## config.mk

```make
export PLATFORM = sky130hd
export DESIGN_NAME = vram_px_arbiter_flat
export DESIGN_NICKNAME = d
export VERILOG_FILES = /design/src/rtl/vram_px_arbiter_if.sv /design/src/rtl/vram_px_arbiter.sv /design/src/flat_wrapper.sv
export SDC_FILE = /design/constraint.sdc
export NUM_CORES = 1
export LEC_CHECK = 0
export BUFFER_PORTS_ARGS = -buffer_cell sky130_fd_sc_hd__buf_4
export CAP_MARGIN = 0
export CORE_MARGIN = 2
export CORE_UTILIZATION = 26
export CTS_BUF_LIST = sky130_fd_sc_hd__clkbuf_16
export CTS_CLUSTER_SIZE = 25
export DETAILED_ROUTE_END_ITERATION = 6
export MAX_ROUTING_LAYER = met4
export PLACE_DENSITY = 0.44
export SYNTH_ARGS = -nofsm -noshare
export SYNTH_HDL_FRONTEND = slang
export SYNTH_SLANG_ARGS = --single-unit
```

## constraint.sdc

```tcl
create_clock -name clk -period 2.5 [get_ports clk]
set_input_delay 0.125 -clock clk [delete_from_list [all_inputs] [get_ports clk]]
set_output_delay 0.125 -clock clk [all_outputs]
set_load 0.1 [all_outputs]
```

## src/rtl/vram_px_arbiter_if.sv

```systemverilog
// Signal bundle between the pixel-plane VRAM arbiter, the PixelEngine, the CPU bus
// and the VRAM macro.
interface vram_px_arbiter_if #(
  parameter int ADDR_W     = 17,
  parameter int DATA_W     = 8,
  parameter int FIFO_DEPTH = 4
);
  localparam int LW = $clog2(FIFO_DEPTH) + 1;

  logic              blank;
  logic              gpu_req;
  logic [ADDR_W-1:0] gpu_addr;
  logic [DATA_W-1:0] gpu_q;
  logic              cpu_start;
  logic              cpu_we;
  logic [ADDR_W-1:0] cpu_addr;
  logic [DATA_W-1:0] cpu_data;
  logic              cpu_done;
  logic [DATA_W-1:0] cpu_q;
  logic              cpu_busy;
  logic [LW-1:0]     fifo_level;
  logic [ADDR_W-1:0] ram_addr;
  logic [DATA_W-1:0] ram_d;
  logic              ram_we;
  logic [DATA_W-1:0] ram_q;

  // CPU handshake: cpu_start is a one-cycle strobe honoured only while cpu_busy is low;
  // every honoured strobe yields exactly one cpu_done pulse, with cpu_q valid alongside it for reads.
  modport master (
    output blank, gpu_req, gpu_addr, cpu_start, cpu_we, cpu_addr, cpu_data, ram_q,
    input  gpu_q, cpu_done, cpu_q, cpu_busy, fifo_level, ram_addr, ram_d, ram_we
  );

  modport slave (
    input  blank, gpu_req, gpu_addr, cpu_start, cpu_we, cpu_addr, cpu_data, ram_q,
    output gpu_q, cpu_done, cpu_q, cpu_busy, fifo_level, ram_addr, ram_d, ram_we
  );
endinterface

```

## src/rtl/vram_px_arbiter.sv

```systemverilog
// Single-port VRAM arbiter: PixelEngine reads own every slot they ask for; CPU writes
// are buffered and retired in idle slots, CPU reads wait behind all buffered writes.
module vram_px_arbiter #(
  parameter int ADDR_W     = 17,
  parameter int DATA_W     = 8,
  parameter int FIFO_DEPTH = 4
) (
  input  logic                    clk,
  input  logic                    nreset,
  vram_px_arbiter_if.slave        bus,
  output logic [1:0]              dbg_rd_state_o
);
  localparam int PW = $clog2(FIFO_DEPTH);
  localparam int LW = PW + 1;
  localparam logic [LW-1:0] FULL_LVL = LW'(FIFO_DEPTH);

  typedef enum logic [1:0] {
    R_IDLE    = 2'd0,
    R_WAIT    = 2'd1,
    R_ISSUE   = 2'd2,
    R_CAPTURE = 2'd3
  } rd_state_e;

  rd_state_e                rd_state_q;
  logic [ADDR_W-1:0]        rd_addr_q;
  logic [DATA_W-1:0]        cpu_q_q;
  logic                     wr_pend_q;
  logic [ADDR_W-1:0]        wr_addr_q;
  logic [DATA_W-1:0]        wr_data_q;
  logic [ADDR_W+DATA_W-1:0] fifo_mem_q [FIFO_DEPTH];
  logic [PW-1:0]            wr_ptr_q;
  logic [PW-1:0]            rd_ptr_q;
  logic [LW-1:0]            level_q;

  logic              gpu_slot;
  logic              busy;
  logic              accept;
  logic              fifo_empty;
  logic              push;
  logic              pop;
  logic [ADDR_W-1:0] head_addr;
  logic [DATA_W-1:0] head_data;

  assign gpu_slot   = bus.gpu_req & ~bus.blank;
  assign busy       = wr_pend_q | (rd_state_q != R_IDLE);
  assign accept     = bus.cpu_start & ~busy;
  assign fifo_empty = (level_q == '0);
  // Fullness is judged on the pre-pop level, so a full FIFO frees space one cycle after a pop.
  assign push       = wr_pend_q & (level_q != FULL_LVL);
  assign pop        = ~gpu_slot & (rd_state_q != R_ISSUE) & ~fifo_empty;
  assign {head_addr, head_data} = fifo_mem_q[rd_ptr_q];

  always_comb begin
    bus.ram_addr = bus.gpu_addr;
    bus.ram_d    = head_data;
    bus.ram_we   = 1'b0;
    if (!gpu_slot) begin
      if (rd_state_q == R_ISSUE) begin
        bus.ram_addr = rd_addr_q;
      end else if (!fifo_empty) begin
        bus.ram_addr = head_addr;
        bus.ram_we   = 1'b1;
      end
    end
  end

  always_ff @(posedge clk or negedge nreset) begin
    if (!nreset) begin
      wr_ptr_q <= '0;
      rd_ptr_q <= '0;
      level_q  <= '0;
    end else begin
      if (push) wr_ptr_q <= wr_ptr_q + PW'(1);
      if (pop)  rd_ptr_q <= rd_ptr_q + PW'(1);
      if (push && !pop)      level_q <= level_q + LW'(1);
      else if (pop && !push) level_q <= level_q - LW'(1);
    end
  end

  always_ff @(posedge clk) begin
    if (push) fifo_mem_q[wr_ptr_q] <= {wr_addr_q, wr_data_q};
  end

  always_ff @(posedge clk or negedge nreset) begin
    if (!nreset) begin
      wr_pend_q <= 1'b0;
      wr_addr_q <= '0;
      wr_data_q <= '0;
    end else if (accept && bus.cpu_we) begin
      wr_pend_q <= 1'b1;
      wr_addr_q <= bus.cpu_addr;
      wr_data_q <= bus.cpu_data;
    end else if (push) begin
      wr_pend_q <= 1'b0;
    end
  end

  always_ff @(posedge clk or negedge nreset) begin
    if (!nreset) begin
      rd_state_q <= R_IDLE;
      rd_addr_q  <= '0;
      cpu_q_q    <= '0;
    end else begin
      case (rd_state_q)
        R_IDLE: begin
          if (accept && !bus.cpu_we) begin
            rd_addr_q  <= bus.cpu_addr;
            rd_state_q <= R_WAIT;
          end
        end
        R_WAIT:    if (fifo_empty) rd_state_q <= R_ISSUE;
        R_ISSUE:   if (!gpu_slot)  rd_state_q <= R_CAPTURE;
        R_CAPTURE: begin
          cpu_q_q    <= bus.ram_q;
          rd_state_q <= R_IDLE;
        end
        default:   rd_state_q <= R_IDLE;
      endcase
    end
  end

  // Read data is forwarded straight from the macro in the capture cycle so it lines up with cpu_done.
  assign bus.cpu_q      = (rd_state_q == R_CAPTURE) ? bus.ram_q : cpu_q_q;
  assign bus.cpu_done   = push | (rd_state_q == R_CAPTURE);
  assign bus.cpu_busy   = busy;
  assign bus.gpu_q      = bus.ram_q;
  assign bus.fifo_level = level_q;
  assign dbg_rd_state_o = rd_state_q;
endmodule

```

## src/flat_wrapper.sv

```systemverilog
// flat-port wrapper written by rule: the top's interface ports become plain ports
module vram_px_arbiter_flat 
#(
  parameter int ADDR_W     = 17,
  parameter int DATA_W     = 8,
  parameter int FIFO_DEPTH = 4
)
  (clk, nreset, dbg_rd_state_o, bus_blank, bus_gpu_req, bus_gpu_addr, bus_cpu_start, bus_cpu_we, bus_cpu_addr, bus_cpu_data, bus_ram_q, bus_gpu_q, bus_cpu_done, bus_cpu_q, bus_cpu_busy, bus_fifo_level, bus_ram_addr, bus_ram_d, bus_ram_we);
  vram_px_arbiter_if #(.ADDR_W(ADDR_W), .DATA_W(DATA_W), .FIFO_DEPTH(FIFO_DEPTH)) bus_i ();
  input  logic clk;
  input  logic nreset;
  output logic [1:0] dbg_rd_state_o;
  input wire logic [$bits(bus_i.blank)-1:0] bus_blank;
  input wire logic [$bits(bus_i.gpu_req)-1:0] bus_gpu_req;
  input wire logic [$bits(bus_i.gpu_addr)-1:0] bus_gpu_addr;
  input wire logic [$bits(bus_i.cpu_start)-1:0] bus_cpu_start;
  input wire logic [$bits(bus_i.cpu_we)-1:0] bus_cpu_we;
  input wire logic [$bits(bus_i.cpu_addr)-1:0] bus_cpu_addr;
  input wire logic [$bits(bus_i.cpu_data)-1:0] bus_cpu_data;
  input wire logic [$bits(bus_i.ram_q)-1:0] bus_ram_q;
  output wire logic [$bits(bus_i.gpu_q)-1:0] bus_gpu_q;
  output wire logic [$bits(bus_i.cpu_done)-1:0] bus_cpu_done;
  output wire logic [$bits(bus_i.cpu_q)-1:0] bus_cpu_q;
  output wire logic [$bits(bus_i.cpu_busy)-1:0] bus_cpu_busy;
  output wire logic [$bits(bus_i.fifo_level)-1:0] bus_fifo_level;
  output wire logic [$bits(bus_i.ram_addr)-1:0] bus_ram_addr;
  output wire logic [$bits(bus_i.ram_d)-1:0] bus_ram_d;
  output wire logic [$bits(bus_i.ram_we)-1:0] bus_ram_we;
  assign bus_i.blank = bus_blank;
  assign bus_i.gpu_req = bus_gpu_req;
  assign bus_i.gpu_addr = bus_gpu_addr;
  assign bus_i.cpu_start = bus_cpu_start;
  assign bus_i.cpu_we = bus_cpu_we;
  assign bus_i.cpu_addr = bus_cpu_addr;
  assign bus_i.cpu_data = bus_cpu_data;
  assign bus_i.ram_q = bus_ram_q;
  assign bus_gpu_q = bus_i.gpu_q;
  assign bus_cpu_done = bus_i.cpu_done;
  assign bus_cpu_q = bus_i.cpu_q;
  assign bus_cpu_busy = bus_i.cpu_busy;
  assign bus_fifo_level = bus_i.fifo_level;
  assign bus_ram_addr = bus_i.ram_addr;
  assign bus_ram_d = bus_i.ram_d;
  assign bus_ram_we = bus_i.ram_we;
  vram_px_arbiter #(.ADDR_W(ADDR_W), .DATA_W(DATA_W), .FIFO_DEPTH(FIFO_DEPTH)) u_core (.clk(clk), .nreset(nreset), .bus(bus_i), .dbg_rd_state_o(dbg_rd_state_o));
endmodule
```

==> results of run 1 <==
## cell families after synthesis
family | count (synthesis) | synth area share (%)
flip-flops | 160 | 68.7
multiplexers | 78 | 18.1
buffers and inverters | 35 | 2.90
AND/OR/NAND/NOR | 35 | 3.68
AO/OA/AOI/OAI | 23 | 3.59
adder cells (fa/ha/maj) | 11 | 2.21
XOR/XNOR | 6 | 0.801
## worst paths after layout
kind,start,endpoint,slack [ns],depth (start not counted)
setup / recovery,u_core.rd_ptr_q[0],bus_ram_addr[2],0.03,6
hold / removal,bus_cpu_we,u_core.dbg_rd_state_o[0],0.21,4
setup reg to reg,u_core.dbg_rd_state_o[0],u_core.bus.fifo_level[2],0.40,11
hold reg to reg,u_core.cpu_q_q[0],u_core.cpu_q_q[0],0.50,1
max in group asynchronous,nreset,u_core.bus.fifo_level[2],1.46,2
min in group asynchronous,nreset,u_core.rd_addr_q[1],0.37,2
## per-layer routing
metal  part of all wire (%)  wire length [um]  vias to the layer above
li1                       -                 -                     1701
met5                      0                 0                        -
met1                     43              6770                     1950
met2                     54              8470                       56
met3                    2.3               364                       16
met4                    1.4               226                        0
## Yosys cell counts (all sizes together)
cell / number
nand2b: 2
dfrtp: 60
a222oi: 1
or2: 1
xnor2: 3
mux4: 25
or4: 17
or3b: 1
o32a: 1
nor3: 2
o221a: 17
or3: 1
o21ai: 1
buf: 15
inv: 8
clkbuf: 12
a22o: 1
nor3b: 1
edfxtp: 100
mux2: 53
nor2b: 1
nand4: 1
a21oi: 2
fa: 1
xor2: 3
nand2: 1
nor2: 2
and2: 4
nor4b: 1
ha: 10
## repair_timing
item / in CTS / in global routing
cloned: 0 / 1
pin swaps: 0 / 1
hold buffers: 34 / 0
gates resized for setup: 10 / 54
setup buffers: 5 / 5
endpoints found under the hold margin: 110 / 0
endpoints found under the setup margin: 17 / 17
## sequential cells by signal, summed over array words and instances, names as in the netlist
| register | flops |
|---|---|
| u_core.bus.fifo_level | 3 |
| u_core.cpu_q_q | 8 |
| u_core.dbg_rd_state_o | 2 |
| u_core.fifo_mem_q | 100 |
| u_core.rd_addr_q | 17 |
| u_core.rd_ptr_q | 2 |
| u_core.wr_addr_q | 17 |
| u_core.wr_data_q | 8 |
| u_core.wr_pend_q | 1 |
| u_core.wr_ptr_q | 2 |
## cell usage in the layout, fill, tap and decap left out, drive strengths merged, types with 2 or more instances in the layout
cell type / n
bufinv: 5
xor2: 3
o221a: 17
mux4: 25
clkbuf: 18
a21oi: 2
edfxtp: 100
clkinv: 6
ha: 10
dfrtp: 60
nor3: 2
inv: 12
dlygate4sd3: 34
nand2b: 2
buf: 134
mux2: 53
nor2: 2
xnor2: 3
and2: 4
or4: 17
## worst register-to-register path, cell delays in order (launching register included)
cell and delay (ns):
dfrtp_4 0.51, inv_4 0.09, ha_4 0.18, buf_4 0.13, nor3_4 0.04, inv_2 0.10
ha_4 0.14, inv_2 0.03, fa_1 0.36, xor2_1 0.17, nor2_1 0.11, xor2_1 0.15
## metrics by stage
| step | utilization [%] | cells | TNS [ns] |
|---|---|---|---|
| finish | 36.9 | 852 | 0 |
| global route | 36.9 | 852 | -0.209 |
| floorplan | - | 348 | -0.722 |
| global placement | 31.4 | 775 | 0 |
| detailed placement | 31.4 | 775 | 0 |
| CTS | 35.7 | 846 | 0 |
## area by class of cell
| cell class | instances | area, um^2 |
|---|---|---|
| Sequential cell | 160 | 4520 |
| Clock buffer | 17 | 425 |
| Timing Repair Buffer | 169 | 1570 |
| Inverter | 8 | 32.5 |
| Tap cell | 330 | 413 |
| Fill cell | 2355 | 15800 |
| Clock inverter | 15 | 215 |
| Multi-Input combinational cell | 153 | 2030 |
==> impl_metrics.tcl, run 1 <==
set metrics [dict create \
    status "complete, no violations" \
    routed_wl_mm 15.8 \
    clk_pin_slew_ns 0.06 \
    numCtsBuffers 17 \
    die_area_mm2 0.0265 \
    worst-path-buf-inv 3 \
    drc 0 \
    grt_pass1_vias 3980 \
    gr-max-usage-layer "met2" \
    avgSynthCellArea_um2 18.8 \
    dp_hpwl_mm 9.91 \
    end_kind "primary output" \
    crit_type "flip-flop to primary output" \
    worst_slack_ns 0.0346 \
    synth_top_area_share_pct 45.8 \
    path_cells "buf_12, buf_4, mux4_1, or4_4, o221a_2, buf_8" \
    synth.area.top_cells "edfxtp_1 (46%), dfrtp_1 (23%), mux2_2 (9.1%), mux4_2 (5.8%), mux4_1 (3.2%)" \
    layout_min_cycle_time_ns 2.47 \
    cts_root_buf "clkbuf_16" \
    synth_area_mm2 0.00656 \
    gr-usage-all-layers_pct 12.8 \
    cts.path.max_buffers 2 \
    ys_types 35 \
    die_y_um 163 \
    drtAntennaViolNets 0 \
    ys_warn_count 0 \
    worstMarginPinSlew_ns 0.890 \
    crit_slowest_cell "mux4_1" \
    ys_seq_area_share_pct 68.7 \
    grt_pass1_wl_mm 24.1 \
    routabilityCongestion 0.699 \
    pre_cts_slack_ns 0.267 \
    grt.overflow.total 0 \
    met3_usage_pct 2.55 \
    cts.sinks 160 \
    num_antenna_cells 0 \
    cp-start-kind "flip-flop" \
    io_pins 105 \
    arrival_ns 2.34 \
    worstPathRequired_ns 2.38 \
    post_drt_wl_per_cell_um 18.6 \
    die_w_um 163 \
    rows 58 \
    setup_viol 0 \
    grt_max_degree 61 \
    rsz0062_at_grt "yes" \
    cts_tree "yes" \
    postSynthCellCount 348 \
    synth-seq-cells 160 \
    maxSlewHeadroom_pct 40.6 \
    grt_use_met1_pct 15.2 \
    fmax_ghz 0.406 \
    met2_usage_pct 22.0 \
    portBuffers 104 \
    hold_class "input pin to flip-flop" \
    place_area_mm2 0.00784 \
    layout.nets 576 \
    vias 3723 \
    initialDrtViolationCount 132 \
    viasPerCell 4.37 \
    synth_nets 415 \
    slew_viol_final 0 \
    antenna_found_initial 0 \
    clk_latency_ns 0.42 \
    final_hold_viol_count 0 \
    core_area_mm2 0.0250 \
    min_period_over_period_pct 98.6 \
    cts_max_level 4 \
    crit_family "multiplexers" \
    crit_fanout 5 \
    fin_skew_ns 0.0103 \
    synth_top_area_cell "edfxtp_1" \
    holdWs_ns 0.214 \
    stdcell_area_mm2 0.00921 \
    initial_core_util_pct 26.3 \
    drive_above_1_share_pct 55.0 \
    firstDrtPassIters 4 \
    area_growth_pct 40.5 \
    maxCapViolations 0 \
    cpPeakStageDelay_ns 0.54 \
]
Power of run 1 is not shown: default switching activity piles up to over one toggle a cycle in this logic, so the estimate is an artifact.
==> run 2: changes to the inputs <==
- MAX_ROUTING_LAYER: met4 -> default
==> impl_metrics.tcl, run 2 (synthesis results as in run 1) <==
set metrics [dict create \
    hold_depth 4 \
    numCtsBuffers 17 \
    cts_tree "yes" \
    drc 0 \
    holdCritStartpoint "bus_cpu_we" \
    core_area_mm2 0.0250 \
    num_antenna_cells 0 \
    cts_root_buf "clkbuf_16" \
    routabilityCongestion 0.692 \
    regMostFlops "u_core.fifo_mem_q" \
    most-common-layout-cells "buf_4 (112), edfxtp_1 (100), dfrtp_1 (54)" \
    grt_max_degree 61 \
    vias 3700 \
    grt_pass1_vias 3982 \
    slew_viol_final 0 \
    drtAntennaViolNets 0 \
    gr-usage-all-layers_pct 12.5 \
    top_regs "u_core.fifo_mem_q x100, u_core.rd_addr_q x17, u_core.wr_addr_q x17" \
    grt.overflow.total 0 \
    arrival_ns 2.34 \
    clk_latency_ns 0.42 \
    fmax_ghz 0.406 \
    firstDrtPassIters 4 \
    holdPathEnd "u_core.dbg_rd_state_o[0]" \
    place_area_mm2 0.00784 \
    final_common_cell "buf_4" \
    status "complete, no violations" \
    rr_endpoint "u_core.bus.fifo_level[2]" \
    end_kind "primary output" \
    initial_core_util_pct 26.3 \
    drive_above_1_share_pct 55.2 \
    dp_hpwl_mm 9.91 \
    worstMarginPinSlew_ns 0.892 \
    r2r-start "u_core.dbg_rd_state_o[0]" \
    reg2regPathDepth 11 \
    crit_fanout 5 \
    portBuffers 104 \
    hold_class "input pin to flip-flop" \
    die_area_mm2 0.0265 \
    cp-start-kind "flip-flop" \
    cts_max_level 4 \
    rsz0062_at_grt "yes" \
    final_hold_viol_count 0 \
    post_drt_wl_per_cell_um 18.6 \
    worstPathRequired_ns 2.38 \
    io_pins 105 \
    final_core_util_pct 36.9 \
    setup_viol 0 \
    pre_cts_slack_ns 0.267 \
    maxCapViolations 0 \
    layout_min_cycle_time_ns 2.46 \
    viasPerCell 4.34 \
    crit_path_start "u_core.rd_ptr_q[0]" \
    crit_type "flip-flop to primary output" \
    die_y_um 163 \
    initialDrtViolationCount 154 \
    rrSetupSlack_ns 0.40 \
    fin_skew_ns 0.0106 \
    worst_slack_ns 0.0362 \
    maxSlewHeadroom_pct 40.5 \
    n_fill_cell 2353 \
    cts.path.max_buffers 2 \
    clk_pin_slew_ns 0.06 \
    grt_pass1_wl_mm 24.1 \
    layout.nets 576 \
    cts.sinks 160 \
    area_growth_pct 40.5 \
    holdWs_ns 0.216 \
    routed_wl_mm 15.8 \
    antenna_found_initial 0 \
    die_w_um 163 \
    rows 58 \
    stdcell_area_mm2 0.00922 \
    largest_reg_flops 100 \
    min_period_over_period_pct 98.6 \
]
-- run 2: through the flow --
step,cells,setup TNS [ns]
3_3_place_gp,775,0
6_report,852,0
3_5_place_dp,775,0
2_1_floorplan,348,-0.722
4_1_cts,846,0
5_1_grt,852,-0.203
-- run 2: critical path: stages, from the launching register on --
cell     delay [ns]
dfrtp_2        0.39
buf_12         0.13
buf_4          0.10
mux4_1         0.54
or4_4          0.43
o221a_2        0.15
buf_8          0.17
-- run 2: layout make-up --
class	instances	area, um^2	area share, %
Clock buffer	17	425	4.62
Inverter	8	32.5	0.353
Clock inverter	15	215	2.34
Sequential cell	160	4520	49.1
Multi-Input combinational cell	153	2040	22.1
Timing Repair Buffer	169	1570	17.0
Tap cell	330	413	4.48
-- run 2: worst max path at each step --
stage | end | cells past startpoint
global route | bus_ram_addr[3] | 6
finish | bus_ram_addr[2] | 6
global placement | u_core.bus.fifo_level[2] | 9
floorplan | u_core.bus.fifo_level[1] | 9
CTS | bus_ram_addr[12] | 5
detailed placement | u_core.bus.fifo_level[2] | 9
-- run 2: timing repair --
item | CTS | global route
endpoints found under the setup margin | 17 | 17
endpoints found under the hold margin | 110 | 0
setup buffers | 5 | 5
cloned | 0 | 1
hold buffers | 34 | 0
pin swaps | 0 | 1
gates resized for setup | 10 | 55
-- run 2: routing by layer --
metal	global-route usage (%)	share of wire, %	up-vias
met5	0	0	-
met4	4.22	1.4	0
met3	2.72	2.7	16
met2	22.0	53	57
met1	15.0	42	1924
li1	-	-	1703
Power of run 2 is left out for the same reason.
==> run 3: changes to the inputs <==
- ABC_AREA: default -> 1
- RECOVER_POWER: default -> 25
==> impl_metrics.tcl, run 3 <==
set metrics [dict create \
    setup_viol 0 \
    synth-seq-cells 160 \
    rows 60 \
    synth_edf_count 100 \
    ys_seq_area_share_pct 64.4 \
    most-common-layout-cells "nand2_1 (136), buf_4 (111), edfxtp_1 (100)" \
    clk_latency_ns 0.42 \
    cp.depth 9 \
    die_w_um 168 \
    r2r-start "u_core.dbg_rd_state_o[0]" \
    maxCapViolations 0 \
    hold_class "input pin to flip-flop" \
    status "complete, no violations" \
    tns_ns 0 \
    drtAntennaViolNets 0 \
    place_area_mm2 0.00808 \
    dp_hpwl_mm 10.2 \
    fmax_ghz 0.426 \
    holdWs_ns 0.0238 \
    fin_skew_ns 0.0115 \
    final_common_cell "nand2_1" \
    firstDrtPassIters 4 \
    crit_type "flip-flop to primary output" \
    clk_pin_slew_ns 0.06 \
    synthTopCellsByCount "nand2_1 (136), edfxtp_1 (100), nor2_1 (84)" \
    ys_warn_count 0 \
    gr-max-usage-layer "met2" \
    gr-usage-all-layers_pct 12.6 \
    reg2regPathDepth 12 \
    cts_max_level 4 \
    min_period_over_period_pct 93.8 \
    synth_top_area_cell "edfxtp_1" \
    top_regs "u_core.fifo_mem_q x100, u_core.rd_addr_q x17, u_core.wr_addr_q x17" \
    slew_viol_final 0 \
    grt_use_met1_pct 16.5 \
    die_y_um 168 \
    postSynthCellCount 665 \
    numCtsBuffers 17 \
    vias 4827 \
    rsz0062_at_grt "no" \
    rrSetupSlack_ns 0.42 \
    synth.area.top_cells "edfxtp_1 (43%), dfrtp_1 (21%), nand2_1 (7.3%), o21ai_0 (5.4%), nor2_1 (4.5%)" \
    area_growth_pct 28.5 \
    grt_pass1_vias 4851 \
    synth_area_mm2 0.00700 \
    regMostFlops "u_core.fifo_mem_q" \
    worst-path-buf-inv 4 \
    maxSlewHeadroom_pct 39.2 \
    layout_min_cycle_time_ns 2.35 \
    arrival_ns 2.22 \
    viasPerCell 4.23 \
    n_fill_cell 2676 \
    holdPathEnd "u_core.rd_addr_q[15]" \
    cp-start-kind "flip-flop" \
    met3_usage_pct 2.52 \
    finalNonFillerCells 1142 \
    routabilityCongestion 0.704 \
    initial_core_util_pct 26.2 \
    async_reset_ff_share_pct 37.5 \
    worstPathRequired_ns 2.38 \
    drc 0 \
    post_drt_wl_per_cell_um 15.0 \
    path_cells "ha_4, inv_4, buf_4, o21ai_0, o21bai_1, inv_1, nand2_1, nand2_1, buf_4" \
    cts.path.max_buffers 2 \
    antenna_found_initial 0 \
    io_pins 105 \
    routed_wl_mm 17.2 \
    cts_tree "yes" \
    ys_types 35 \
    core_area_mm2 0.0267 \
    initialDrtViolationCount 296 \
    largest_reg_flops 100 \
    crit_family "buffers and inverters" \
    crit_fanout 18 \
    drive_above_1_share_pct 22.1 \
    die_area_mm2 0.0282 \
    cts_root_buf "clkbuf_16" \
    rr_endpoint "u_core.bus.fifo_level[2]" \
    ys_dominant_reg_cell "edfxtp_1" \
    crit_slowest_cell "dfrtp_4" \
    final_hold_viol_count 0 \
    holdCritStartpoint "bus_cpu_addr[15]" \
    met2_usage_pct 21.1 \
    hold_depth 3 \
    end_kind "primary output" \
    post_cts_buffers 0 \
    place_inst 1079 \
    layout.nets 855 \
    worstMarginPinSlew_ns 0.910 \
    num_antenna_cells 0 \
    grt_pass1_wl_mm 27.0 \
    synth_top_area_share_pct 42.9 \
    avgSynthCellArea_um2 10.5 \
    grt_max_degree 61 \
    portBuffers 104 \
    stdcell_area_mm2 0.00899 \
    yosysMostFrequentCell "nand2_1" \
    synth_nets 732 \
    grt.overflow.total 0 \
    cpPeakStageDelay_ns 0.51 \
    cts.sinks 160 \
]
run 3: cell types whose count changed after synthesis, sizes merged, moves of 8 or more:
cell    previous run  this run
nor2               2        87
nand2              1       138
inv                8        60
mux2              53         1
nand3              0        23
o21bai             0        15
o22ai              0         8
or4               17         0
mux4              25         0
o221a             17         0
clkbuf            12         4
buf               15        35
o21ai              1       108
run 3: layer usage:
metal / share of wire [%] / wire, um
met1: 47 / 8050
met2: 49 / 8440
met3: 3.2 / 545
met4: 0.71 / 122
met5: 0 / 0
run 3: cell families after synthesis:
| kind of cell | count (synthesis) | share of synthesized area, % |
|---|---|---|
| simple gates | 251 | 15.0 |
| flops | 160 | 64.4 |
| compound gates | 135 | 10.3 |
| fa+ha+maj | 11 | 2.07 |
| xor+xnor | 5 | 0.626 |
| mux | 1 | 0.161 |
| buf+inv | 102 | 7.42 |
run 3: final cells by class:
cell class	instances	area (um^2)	area share, %
Multi-Input combinational cell	403	2030	22.6
Timing Repair Buffer	144	1170	13.1
Clock inverter	15	169	1.88
Clock buffer	17	425	4.73
Sequential cell	160	4520	50.3
Tap cell	341	427	4.75
Inverter	62	243	2.70
run 3: worst min-delay path: cells and delay by family:
family	cells	cell delay [ns]
buffers and inverters	2	0.15
AO/OA/AOI/OAI	1	0.13
run 3: how the worst max path moves through the flow:
stage / slack, ns / endpoint / start
CTS: 0.11 / bus_ram_addr[14] / u_core.dbg_rd_state_o[1]
floorplan: -0.26 / u_core.bus.fifo_level[1] / u_core.dbg_rd_state_o[0]
global route: 0.01 / bus_ram_addr[14] / u_core.dbg_rd_state_o[1]
detailed placement: 0.42 / u_core.bus.fifo_level[2] / u_core.dbg_rd_state_o[0]
finish: 0.15 / bus_ram_addr[12] / u_core.dbg_rd_state_o[1]
global placement: 0.44 / u_core.bus.fifo_level[2] / u_core.dbg_rd_state_o[0]
run 3: what timing repair did:
action / in CTS / in global routing
hold buffers: 31 / 0
endpoints found under the hold margin: 101 / 0
endpoints found under the setup margin: 0 / 2
gates resized for setup: 0 / 1
run 3: through the flow:
step | util [%] | setup WS (ns)
after global routing | 33.7 | 0.0139
after floorplan | - | -0.265
after CTS | 33.7 | 0.106
after detailed placement | 30.3 | 0.422
after global placement | 30.3 | 0.435
final | 33.7 | 0.155
Power of run 3 is left out for the same reason.
